$ cat src/rtl/twiddle_fetch_pkg.sv
// Shared types and helpers for the twiddle sequencer: default widths, the
// stage/last tag that rides alongside each ROM read, and the address rule.
package twiddle_fetch_pkg;

    localparam int DEF_DATA_WIDTH = 16;
    localparam int DEF_FFT_LOG2N  = 5;
    localparam int TW_ADDR_WIDTH  = 4;
    localparam int STAGE_WIDTH    = 3;
    localparam int K_WIDTH        = 5;

    typedef struct packed {
        logic [STAGE_WIDTH-1:0] stage;
        logic                   last;
    } tw_tag_t;

    // rom_addr = (k & ((N/2 >> s) - 1)) << s, truncated to the ROM index width
    function automatic logic [TW_ADDR_WIDTH-1:0] tw_addr(
        input logic [K_WIDTH-1:0]     k,
        input logic [STAGE_WIDTH-1:0] s,
        input int                     log2n
    );
        logic [31:0] half;
        logic [31:0] mask;
        half = 32'd1 << (log2n - 1);
        mask = (half >> s) - 32'd1;
        return TW_ADDR_WIDTH'(({27'd0, k} & mask) << s);
    endfunction

endpackage

$ cat src/rtl/twiddle_fifo.sv
// Small synchronous FIFO buffering ROM returns ahead of the PE handshake.
// The caller guarantees no push when full and no pop when empty.
module twiddle_fifo #(
    parameter int WIDTH = 36,
    parameter int DEPTH = 4
) (
    input  logic                     clk,
    input  logic                     rst,
    input  logic                     push,
    input  logic [WIDTH-1:0]         push_data,
    input  logic                     pop,
    output logic [WIDTH-1:0]         head_data,
    output logic [$clog2(DEPTH):0]   count,
    output logic                     empty
);
    localparam int AW = $clog2(DEPTH);

    logic [WIDTH-1:0]    mem_q [DEPTH];
    logic [WIDTH-1:0]    mem_d [DEPTH];
    logic [AW-1:0]       wr_ptr_q, wr_ptr_d;
    logic [AW-1:0]       rd_ptr_q, rd_ptr_d;
    logic [$clog2(DEPTH):0] count_q, count_d;

    always_comb begin
        mem_d    = mem_q;
        wr_ptr_d = wr_ptr_q;
        rd_ptr_d = rd_ptr_q;
        count_d  = count_q;
        if (push) begin
            mem_d[wr_ptr_q] = push_data;
            wr_ptr_d        = wr_ptr_q + 1'b1;
        end
        if (pop) begin
            rd_ptr_d = rd_ptr_q + 1'b1;
        end
        case ({push, pop})
            2'b10:   count_d = count_q + 1'b1;
            2'b01:   count_d = count_q - 1'b1;
            default: count_d = count_q;
        endcase
    end

    always_ff @(posedge clk) begin
        if (rst) begin
            for (int i = 0; i < DEPTH; i++) begin
                mem_q[i] <= '0;
            end
            wr_ptr_q <= '0;
            rd_ptr_q <= '0;
            count_q  <= '0;
        end else begin
            mem_q    <= mem_d;
            wr_ptr_q <= wr_ptr_d;
            rd_ptr_q <= rd_ptr_d;
            count_q  <= count_d;
        end
    end

    assign head_data = mem_q[rd_ptr_q];
    assign count     = count_q;
    assign empty     = (count_q == '0);

endmodule

$ cat src/rtl/twiddle_fetch.sv
// Twiddle sequencer: walks (stage, butterfly) pairs, reads the 2-cycle ROM under
// a credit limit and streams factors to the PE. TWIDDLE_CONJ_EN selects conj(W).
module twiddle_fetch
    import twiddle_fetch_pkg::*;
#(
    parameter int DATA_WIDTH = DEF_DATA_WIDTH,
    parameter int FFT_LOG2N  = DEF_FFT_LOG2N,
    parameter int FIFO_DEPTH = 4
) (
    input  logic                      clk,
    input  logic                      rst,
    input  logic                      start,
    output logic                      busy,
    output logic                      done,
    output logic                      rom_en,
    output logic [TW_ADDR_WIDTH-1:0]  rom_addr,
    input  logic [2*DATA_WIDTH-1:0]   rom_data,
    output logic                      tw_valid,
    input  logic                      tw_ready,
    output logic [2*DATA_WIDTH-1:0]   tw_data,
    output logic [STAGE_WIDTH-1:0]    tw_stage,
    output logic                      tw_last,
    output logic [1:0]                state_dbg
);
    typedef enum logic [1:0] {
        ST_IDLE  = 2'd0,
        ST_ISSUE = 2'd1,
        ST_DRAIN = 2'd2,
        ST_DONE  = 2'd3
    } state_e;

    localparam int HALF   = (1 << FFT_LOG2N) / 2;
    localparam int FIFO_W = 2*DATA_WIDTH + 4;
    localparam int CNT_W  = $clog2(FIFO_DEPTH) + 1;
    localparam logic [K_WIDTH-1:0]     LAST_K = K_WIDTH'(HALF - 1);
    localparam logic [STAGE_WIDTH-1:0] LAST_S = STAGE_WIDTH'(FFT_LOG2N - 1);

    state_e                  state_q, state_d;
    logic                    busy_q, busy_d;
    logic                    done_q, done_d;
    logic [K_WIDTH-1:0]      k_q, k_d;
    logic [STAGE_WIDTH-1:0]  s_q, s_d;
    logic [1:0]              vld_sr_q, vld_sr_d;
    tw_tag_t                 tag_sr_q [2];
    tw_tag_t                 tag_sr_d [2];

    logic [1:0]              inflight;
    logic                    credit_ok;
    logic                    issue_last;
    logic                    pop;
    logic                    fifo_empty;
    logic [CNT_W-1:0]        fifo_count;
    logic [FIFO_W-1:0]       fifo_wdata;
    logic [FIFO_W-1:0]       fifo_head;
    logic [DATA_WIDTH-1:0]   w_imag;

    // PE handshake: tw_data/tw_stage/tw_last are held while tw_valid && !tw_ready; a beat moves on tw_valid && tw_ready.
    assign inflight   = {1'b0, vld_sr_q[0]} + {1'b0, vld_sr_q[1]};
    assign credit_ok  = (int'(fifo_count) + int'(inflight)) < FIFO_DEPTH;
    assign rom_en     = (state_q == ST_ISSUE) && credit_ok;
    assign rom_addr   = tw_addr(k_q, s_q, FFT_LOG2N);
    assign issue_last = (k_q == LAST_K) && (s_q == LAST_S);
    assign tw_valid   = !fifo_empty;
    assign pop        = tw_valid && tw_ready;

    always_comb begin
`ifdef TWIDDLE_CONJ_EN
        // Negating the most-negative value would wrap, so it saturates instead.
        if (rom_data[DATA_WIDTH-1:0] == {1'b1, {(DATA_WIDTH-1){1'b0}}}) begin
            w_imag = {1'b0, {(DATA_WIDTH-1){1'b1}}};
        end else begin
            w_imag = -rom_data[DATA_WIDTH-1:0];
        end
`else
        w_imag = rom_data[DATA_WIDTH-1:0];
`endif
    end

    assign fifo_wdata = {rom_data[2*DATA_WIDTH-1:DATA_WIDTH], w_imag, tag_sr_q[1]};

    always_comb begin
        state_d     = state_q;
        k_d         = k_q;
        s_d         = s_q;
        vld_sr_d    = {vld_sr_q[0], rom_en};
        tag_sr_d[1] = tag_sr_q[0];
        tag_sr_d[0] = '{stage: s_q, last: issue_last};
        case (state_q)
            ST_IDLE: begin
                if (start) begin
                    state_d = ST_ISSUE;
                    k_d     = '0;
                    s_d     = '0;
                end
            end
            ST_ISSUE: begin
                if (rom_en) begin
                    if (k_q == LAST_K) begin
                        k_d = '0;
                        if (s_q == LAST_S) begin
                            s_d     = '0;
                            state_d = ST_DRAIN;
                        end else begin
                            s_d = s_q + 1'b1;
                        end
                    end else begin
                        k_d = k_q + 1'b1;
                    end
                end
            end
            ST_DRAIN: begin
                if (pop && fifo_head[0]) begin
                    state_d = ST_DONE;
                end
            end
            ST_DONE: state_d = ST_IDLE;
            default: state_d = ST_IDLE;
        endcase
        busy_d = (state_d != ST_IDLE);
        done_d = (state_d == ST_DONE);
    end

    always_ff @(posedge clk) begin
        if (rst) begin
            state_q     <= ST_IDLE;
            busy_q      <= 1'b0;
            done_q      <= 1'b0;
            k_q         <= '0;
            s_q         <= '0;
            vld_sr_q    <= '0;
            tag_sr_q[0] <= '0;
            tag_sr_q[1] <= '0;
        end else begin
            state_q     <= state_d;
            busy_q      <= busy_d;
            done_q      <= done_d;
            k_q         <= k_d;
            s_q         <= s_d;
            vld_sr_q    <= vld_sr_d;
            tag_sr_q[0] <= tag_sr_d[0];
            tag_sr_q[1] <= tag_sr_d[1];
        end
    end

    twiddle_fifo #(
        .WIDTH (FIFO_W),
        .DEPTH (FIFO_DEPTH)
    ) u_fifo (
        .clk       (clk),
        .rst       (rst),
        .push      (vld_sr_q[1]),
        .push_data (fifo_wdata),
        .pop       (pop),
        .head_data (fifo_head),
        .count     (fifo_count),
        .empty     (fifo_empty)
    );

    assign tw_data   = fifo_head[FIFO_W-1:4];
    assign tw_stage  = fifo_head[3:1];
    assign tw_last   = fifo_head[0];
    assign busy      = busy_q;
    assign done      = done_q;
    assign state_dbg = state_q;

endmodule

$ cat config.mk
export PLATFORM = sky130hd
export DESIGN_NAME = twiddle_fetch
export DESIGN_NICKNAME = d
export VERILOG_FILES = /design/src/rtl/twiddle_fetch_pkg.sv /design/src/rtl/twiddle_fifo.sv /design/src/rtl/twiddle_fetch.sv
export SDC_FILE = /design/constraint.sdc
export NUM_CORES = 1
export LEC_CHECK = 0
export BUFFER_PORTS_ARGS = -buffer_cell sky130_fd_sc_hd__buf_2
export CORE_MARGIN = 5
export CORE_UTILIZATION = 35
export DETAILED_ROUTE_END_ITERATION = 8
export PLACE_DENSITY = 0.58
export REMOVE_ABC_BUFFERS = 1
export SLEW_MARGIN = 15
export SYNTH_ARGS = -nofsm -noshare
export SYNTH_HDL_FRONTEND = slang
export SYNTH_SLANG_ARGS = --single-unit
$ cat constraint.sdc
create_clock -name clk -period 2.9 [get_ports clk]
set_input_delay 0.87 -clock clk [delete_from_list [all_inputs] [get_ports clk]]
set_output_delay 0.87 -clock clk [all_outputs]
set_load 0.02 [all_outputs]
==> results of run 1 <==
cell families (layout without fill, tap and decap cells):
group	Yosys count	after routing
muxes	37	37
AOI/OAI and AO/OA	176	176
xor gates and xnor gates	6	6
buffers and inverters	71	145
DFF	173	173
adders and majority gates	13	13
and+or+nand+nor	360	360
stage by stage:
stage / cells / util / setup TNS (ns)
after floorplan: 776 / - / -8.88
after global placement: 1149 / 0.391 / 0
after detailed placement: 1149 / 0.391 / 0
after CTS: 1180 / 0.420 / 0
after global routing: 1180 / 0.421 / -0.0299
final: 1180 / 0.421 / 0
metal layers:
metal	vias up	GRT usage
met5	-	0
met3	6	0.0349
met2	141	0.261
met4	0	0.0370
met1	2770	0.200
li1	2933	-
worst max path at each step:
stage               slack (ns)           to  depth (start not counted)               start
floorplan                -0.27   tw_data[0]                          1  u_fifo.rd_ptr_q[1]
global placement          0.23  rom_addr[2]                          6              s_q[1]
detailed placement        0.21  rom_addr[2]                          6              s_q[1]
CTS                      0.002  rom_addr[2]                          6              s_q[0]
global route             -0.03  rom_addr[2]                          6              s_q[0]
finish                    0.09  rom_addr[2]                          6              s_q[0]
sequential cells by signal, summed over array words and instances (netlist names):
signal           cells
u_fifo.mem_q       144
tag_sr_q             8
k_q                  5
s_q                  3
u_fifo.count         3
state_dbg            2
u_fifo.rd_ptr_q      2
u_fifo.wr_ptr_q      2
vld_sr_q             2
busy                 1
done                 1
power by group:
part           switching, uW  total (uW)  internal (uW)
clock network            958        2170           1210
logic                    245         403            158
registers               34.9        2440           2400
total                   1240        5010           3770
cells in the final DEF, fill, tap and decap left out, types with 4 or more instances in the layout:
cell type	Yosys	layout
inv_1	11	9
o21ai_0	5	4
mux4_2	36	36
nor3_1	6	6
clkinvlp_4	0	4
nand3_1	5	5
nor2b_1	6	6
clkbuf_16	0	17
nand2b_1	6	6
nand2_1	302	302
buf_4	2	21
nor2_1	13	13
and2_1	8	8
buf_2	21	78
buf_12	0	5
dfxtp_1	173	168
ha_1	12	10
a21oi_1	154	154
cell type report:
cell class,count,area share
multi-input cells,592,0.408
inverters,11,0.00512
flip-flops and latches,173,0.407
clock buffers,19,0.0518
repair buffers,104,0.0758
clock inverters,11,0.0130
well taps,270,0.0395
critical path: cells and delay by family, from the launching register on:
| kind | cells | cell delay, ns |
|---|---|---|
| buf+inv | 1 | 0.17 |
| flops | 1 | 0.36 |
| fa+ha+maj | 1 | 0.22 |
| simple gates | 1 | 0.08 |
| compound gates | 2 | 0.51 |
| xor+xnor | 1 | 0.18 |
repair_timing:
item                       4_1_cts  5_1_grt
setup buffers                    1        0
cloned                           0        0
pin swaps                        1        3
setup endpoints to repair        2        3
resized for setup               10        6
==> results.cfg, run 1 <==
[setup_path]
slowest_stage = dfxtp_4
r2r-start = u_fifo.count[2]
crit_arrival_ns = 1.94
r2r_end = u_fifo.count[2]
crit_fanout = 4
critPathMaxStageDelay_ns = 0.36
cp-start-kind = flop
end_kind = output port
r2r_cells = 8
regToRegSetupSlack_ns = 0.70
crit_chain = ha_2 > xnor2_2 > nand2_1 > a211o_1 > a221oi_2 > buf_4
worstPathRequired_ns = 2.03
crit_type = flop to output port

[worst_hold_path]
holdPathStages = 1
hold_path.class = flop to flop
hp-start = tag_sr_q[0][0]
holdPathEnd = tag_sr_q[0][4]

[power]
p_leak_uw = 0.00296
fin_total_pwr_uw = 5010
irDropWorstVdd_v = 0.000391
cellPowerDensity_nw_per_um2 = 586

[clock_tree]
clock-root-buffer = clkbuf_16
holdBufCountCts = 0
cts_sinks = 173
cts_tree = built
cts_buffers = 17
cts_buffer_depth = 2
htree_num_levels = 4
clock_latency_ns = 0.42
path_clk_slew_ns = 0.07

[run]
drv_cap = 0

[route]
drt_wl_total_um = 18500
drcViolationCount = 0
routed_via_density = 4.96
drtPass1Iterations = 5
ant_nets = 0
routed.top_layer = met4
dr_total_vias = 5850
met3WireLength_um = 947
wl_met1_um = 8270
routedWlPerCell_um = 15.7
drt_iter0_markers = 301
route.met2.wl_um = 9190

[place]
pre_cts_slack_ns = 0.212
place_hpwl_um = 11400
port_buffers = 81
place_area_um2 = 7940
gp_congestion = 0.805

[cells_and_area]
multi_input_area_um2 = 3490
regArea_um2 = 3470
diodes = 0
area_growth_syn_to_layout_pct = 18.2
fillCellCount = 2065
nets = 948
fin_area_um2 = 8550
drive_gt1_frac = 0.205

[sta]
hold_viol = 0
fin_ws_ns = 0.0926
worst_pin_slew_ns = 0.626
finalSetupViolCount = 0
max_freq_mhz = 356
rsz0062_at_grt = yes
holdWs_ns = 0.438
slew_headroom = 0.583
fin_crit_ns = 2.81
clock_skew_ns = 0.0104
drv_slew = 0
finalCritPeriodShare = 0.968

[die]
start_util = 0.356
core_area_um2 = 20300
rows = 52
die_width_um = 154
die_y_um = 154
die_area_um2 = 23600
io-pin-count = 82

[synthesis]
synth_top_area_share = 0.479
avgSynthCellArea_um2 = 8.65
synth_fa_ha_area_frac = 0.0235
synth-seq-area-share = 0.479
ys_types = 44
synth_area_leaders = dfxtp_1 (48%), nand2_1 (16%), mux4_2 (11%)
synth_top_cell_by_area = dfxtp_1
synthSimpleGateAreaFrac = 0.204
synth_flop_cell = dfxtp_1
async_flop_share = 0
netlist_area_um2 = 7230
synth_edf_count = 0
synth_xor_area_frac = 0.00727
synthMuxAreaShare = 0.114
synthTopCellsByCount = nand2_1 (302), dfxtp_1 (173), a21oi_1 (154)
yosysMostFrequentCell = nand2_1
synth_top_family_by_area = simple AND/OR/NAND/NOR gates
synth_compound_area_frac = 0.130
synthCells = 836
synth-seq-cells = 173
ys_warn_count = 0

[global_routing]
grt_use_total = 0.154
first_global_vias = 5574
grt_start_max_net_pins = 122
antenna_found_initial = 0
grt_pass1_wl_um = 29700
gr-total-overflow = 0

[outcome]
status = finished clean
Power figures use the tool's default switching activity.
==> run 2: changes to the inputs <==
--- a/config.mk
+++ b/config.mk
@@ -7,9 +7,10 @@
 export LEC_CHECK = 0
 export BUFFER_PORTS_ARGS = -buffer_cell sky130_fd_sc_hd__buf_2
 export CORE_MARGIN = 5
-export CORE_UTILIZATION = 35
+export CORE_UTILIZATION = 45
 export DETAILED_ROUTE_END_ITERATION = 8
-export PLACE_DENSITY = 0.58
+export PLACE_DENSITY = 0.7
+export RECOVER_POWER = 100
 export REMOVE_ABC_BUFFERS = 1
 export SLEW_MARGIN = 15
 export SYNTH_ARGS = -nofsm -noshare
==> results.cfg, run 2 (same netlist as run 1, synthesis figures left out) <==
[outcome]
status = finished clean

[sta]
finalSetupViolCount = 0
rsz0062_at_grt = yes
holdWs_ns = 0.439
fin_crit_ns = 2.84
worst_pin_slew_ns = 1.37
max_freq_mhz = 352
drv_slew = 0
clock_skew_ns = 0.0115
hold_viol = 0
finalCritPeriodShare = 0.979
slew_headroom = 0.0876
tns_ns = 0
fin_ws_ns = 0.0615

[global_routing]
gr-max-usage-layer = met2
grt_pass1_wl_um = 28500
first_global_vias = 5739
met3_usage = 0.0474
grt_use_total = 0.193
antenna_found_initial = 0
gr-usage-met1 = 0.243
gr-total-overflow = 0
grt_start_max_net_pins = 131
gr-usage-met2 = 0.329

[setup_path]
crit_type = flop to output port
cp-start-kind = flop
r2r_cells = 8
end_kind = output port
crit_fanout = 18
worstPathRequired_ns = 2.03
crit_arrival_ns = 1.97

[worst_hold_path]
hold_path.class = flop to flop
holdPathStages = 1

[cells_and_area]
largest_reg_flops = 144
nets = 950
largestRegisters = u_fifo.mem_q (144), tag_sr_q (8), k_q (5)
largest_register = u_fifo.mem_q
diodes = 0
fin_util = 0.538
final_common_cell = nand2_1
drive_gt1_frac = 0.198
area_growth_syn_to_layout_pct = 17.9
final_cell_mix = nand2_1 (302), dfxtp_1 (168), a21oi_1 (154)
fillCellCount = 1474

[die]
die_width_um = 137
die_y_um = 137
core_area_um2 = 15800
rows = 46
io-pin-count = 82
die_area_um2 = 18700
start_util = 0.457

[clock_tree]
path_clk_slew_ns = 0.06
clock-root-buffer = clkbuf_16
clock_latency_ns = 0.43
holdBufCountCts = 0
cts_tree = built
cts_buffer_depth = 2
cts_sinks = 173
htree_num_levels = 4
cts_buffers = 17

[route]
drt_wl_total_um = 17700
drtPass1Iterations = 4
ant_nets = 0
dr_total_vias = 5945
routedWlPerCell_um = 15.7
drt_iter0_markers = 371
drcViolationCount = 0
routed_via_density = 5.26

[place]
port_buffers = 81
pre_cts_slack_ns = 0.150
gp_congestion = 0.840
place_hpwl_um = 10900

[power]
cellPowerDensity_nw_per_um2 = 596
irDropWorstVdd_v = 0.000437
p_leak_uw = 0.00294

[run]
drv_cap = 0
run 2: what timing repair did:
item,CTS,global route
buffers inserted,5,1
resized for setup,11,15
pin swaps,1,10
endpoints found under the setup margin,2,3
run 2: critical path: stages, from the launching register on:
cell     delay (ns)
dfxtp_2        0.53
buf_8          0.28
mux4_2         0.55
buf_2          0.18
run 2: through the flow:
step	total power, uW	cell area (um2)	cells
global route	5260	8520	1130
global placement	2880	7850	1092
floorplan	2700	6960	776
detailed placement	2880	7850	1092
CTS	5120	8500	1129
finish	5080	8520	1130
run 2: layer usage:
layer,vias to the layer above,share of wire
li1,2928,-
met1,2847,0.44
met2,146,0.49
met3,24,0.057
met4,0,0.015
met5,-,0
run 2: worst paths after layout:
| path | from | end | slack [ns] |
|---|---|---|---|
| hold / removal | tag_sr_q[0][3] | tag_sr_q[0][7] | 0.44 |
| hold reg to reg | tag_sr_q[0][3] | tag_sr_q[0][7] | 0.44 |
| setup / recovery | u_fifo.rd_ptr_q[1] | tw_data[25] | 0.06 |
| setup reg to reg | u_fifo.count[2] | u_fifo.count[2] | 0.62 |
run 2: report_power, final:
group	switching [uW]	leakage (uW)	total (uW)	internal [uW]
Sequential	46.5	0.00140	2450	2400
Combinational	227	0.00125	369	142
Clock	956	0.000287	2260	1300
Total	1230	0.00294	5080	3850
run 2: layout make-up:
| class | count | area (um2) | area share |
|---|---|---|---|
| Clock inverter | 12 | 138 | 0.0162 |
| Sequential cell | 173 | 3470 | 0.408 |
| Timing Repair Buffer | 106 | 622 | 0.0730 |
| Multi-Input combinational cell | 592 | 3520 | 0.413 |
| Clock buffer | 20 | 447 | 0.0524 |
| Inverter | 11 | 48.8 | 0.00573 |
| Tap cell | 216 | 270 | 0.0317 |
==> run 3: changes to the inputs <==
--- a/config.mk
+++ b/config.mk
@@ -11,7 +11,6 @@
 export DETAILED_ROUTE_END_ITERATION = 8
 export PLACE_DENSITY = 0.7
 export RECOVER_POWER = 100
-export REMOVE_ABC_BUFFERS = 1
 export SLEW_MARGIN = 15
 export SYNTH_ARGS = -nofsm -noshare
 export SYNTH_HDL_FRONTEND = slang
==> results.cfg, run 3 (same netlist as run 1, synthesis figures left out) <==
[outcome]
status = finished clean

[power]
p_leak_uw = 0.00302
irDropWorstVdd_v = 0.000416
cellPowerDensity_nw_per_um2 = 593
fin_total_pwr_uw = 5100

[die]
die_area_um2 = 18700
io-pin-count = 82
die_y_um = 137
start_util = 0.457
core_area_um2 = 15800
rows = 46
die_width_um = 137

[clock_tree]
clock_latency_ns = 0.43
htree_num_levels = 4
cts_buffer_depth = 2
cts_tree = built
cts_sinks = 173
cts_buffers = 17
path_clk_slew_ns = 0.07
clock-root-buffer = clkbuf_16

[cells_and_area]
drive_gt1_frac = 0.217
area_growth_syn_to_layout_pct = 18.9
nets = 952
largestRegisters = u_fifo.mem_q (144), tag_sr_q (8), k_q (5)
largest_register = u_fifo.mem_q
final_cell_mix = nand2_1 (301), dfxtp_1 (168), a21oi_1 (153)
final_common_cell = nand2_1
final_cells = 1132
largest_reg_flops = 144

[setup_path]
end_kind = output port
crit_end = rom_addr[2]
startpoint = s_q[0]
worstPathRequired_ns = 2.03
crit_type = flop to output port
r2r_end = u_fifo.count[2]
regToRegSetupSlack_ns = 0.74
crit_arrival_ns = 1.97
r2r-start = u_fifo.count[1]
cp-start-kind = flop
crit_fanout = 4
r2r_cells = 8

[route]
drcViolationCount = 0
drtPass1Iterations = 5
routedWlPerCell_um = 15.9
ant_nets = 0
dr_total_vias = 5937
routed_via_density = 5.24
drt_iter0_markers = 435
drt_wl_total_um = 18000

[place]
place_hpwl_um = 10700
port_buffers = 81
dpl.cell_count = 1087
gp_congestion = 0.844
pre_cts_slack_ns = 0.109

[sta]
clock_skew_ns = 0.0147
fin_ws_ns = 0.0598
finalSetupViolCount = 0
drv_slew = 0
max_freq_mhz = 352
finalCritPeriodShare = 0.979
worst_pin_slew_ns = 0.920
fin_crit_ns = 2.84
slew_headroom = 0.385
rsz0062_at_grt = yes
hold_viol = 0

[run]
drv_cap = 0

[global_routing]
grt_start_max_net_pins = 89
gr-total-overflow = 0
grt_pass1_wl_um = 29300
first_global_vias = 5789
grt_use_total = 0.199
antenna_found_initial = 0

[synthesis]
syn_nets = 885

[worst_hold_path]
holdPathStages = 1
hold_path.class = flop to flop
==> run 3: changes by cell type in the layout (fill, tap and decap cells not counted), sizes merged <==
cell | before | now
buf | 79 | 108
clkbuf | 47 | 25
clkinv | 6 | 4
clkinvlp | 1 | 0
diode | 0 | 1
inv | 14 | 11
==> run 3: where the power goes <==
part / internal (uW) / switching, uW
clock network: 1350 / 905
logic: 162 / 228
registers: 2410 / 47.5
==> run 3: layer usage <==
layer / global-route usage / up-vias / routed length [um]
met5: 0 / - / 0
met4: 0.0661 / 0 / 192
met3: 0.0430 / 17 / 878
met2: 0.335 / 135 / 9070
met1: 0.255 / 2844 / 7880
li1: - / 2941 / -
==> run 3: cell type report <==
class                           count  area [um2]
Fill cell                        1491        7230
Sequential cell                   173        3470
Timing Repair Buffer              108         673
Inverter                           11        51.3
Clock buffer                       25         495
Antenna cell                        1        2.50
Multi-Input combinational cell    592        3550
Clock inverter                      6        83.8
Tap cell                          216         270
==> run 3: what timing repair did <==
action | in CTS | in global routing
endpoints found under the setup margin | 2 | 3
hold buffers | 0 | 0
gates cloned | 0 | 0
gates resized for setup | 12 | 18
buffers inserted | 6 | 7
pin swaps | 1 | 8
hold endpoints to repair | 0 | 0
==> run 3: how the worst min path moves through the flow <==
stage                         from  slack (ns)              to
floorplan           tag_sr_q[0][0]        0.41  tag_sr_q[0][4]
global placement    tag_sr_q[0][3]        0.42  tag_sr_q[0][7]
detailed placement  tag_sr_q[0][0]        0.42  tag_sr_q[0][4]
CTS                 tag_sr_q[0][0]        0.43  tag_sr_q[0][4]
global route        tag_sr_q[0][0]        0.46  tag_sr_q[0][4]
finish              tag_sr_q[0][0]        0.43  tag_sr_q[0][4]
==> run 3: worst max-delay path: stages (launching register included) <==
cell and delay, ns:
dfxtp_4 0.41, inv_8 0.05, ha_4 0.18, xnor2_4 0.14, nand2_1 0.08, a211o_1 0.27
a221oi_2 0.23, buf_4 0.18
==> run 3: stage by stage <==
stage | utilization | hold WS (ns) | TNS (ns) | cell area [um2]
after global placement | 0.493 | 0.418 | 0 | 7810
after CTS | 0.535 | 0.434 | 0 | 8470
after global routing | 0.543 | 0.457 | -0.0261 | 8600
after detailed placement | 0.493 | 0.422 | 0 | 7810
after floorplan | - | 0.414 | 0 | 7230
final | 0.543 | 0.432 | 0 | 8600
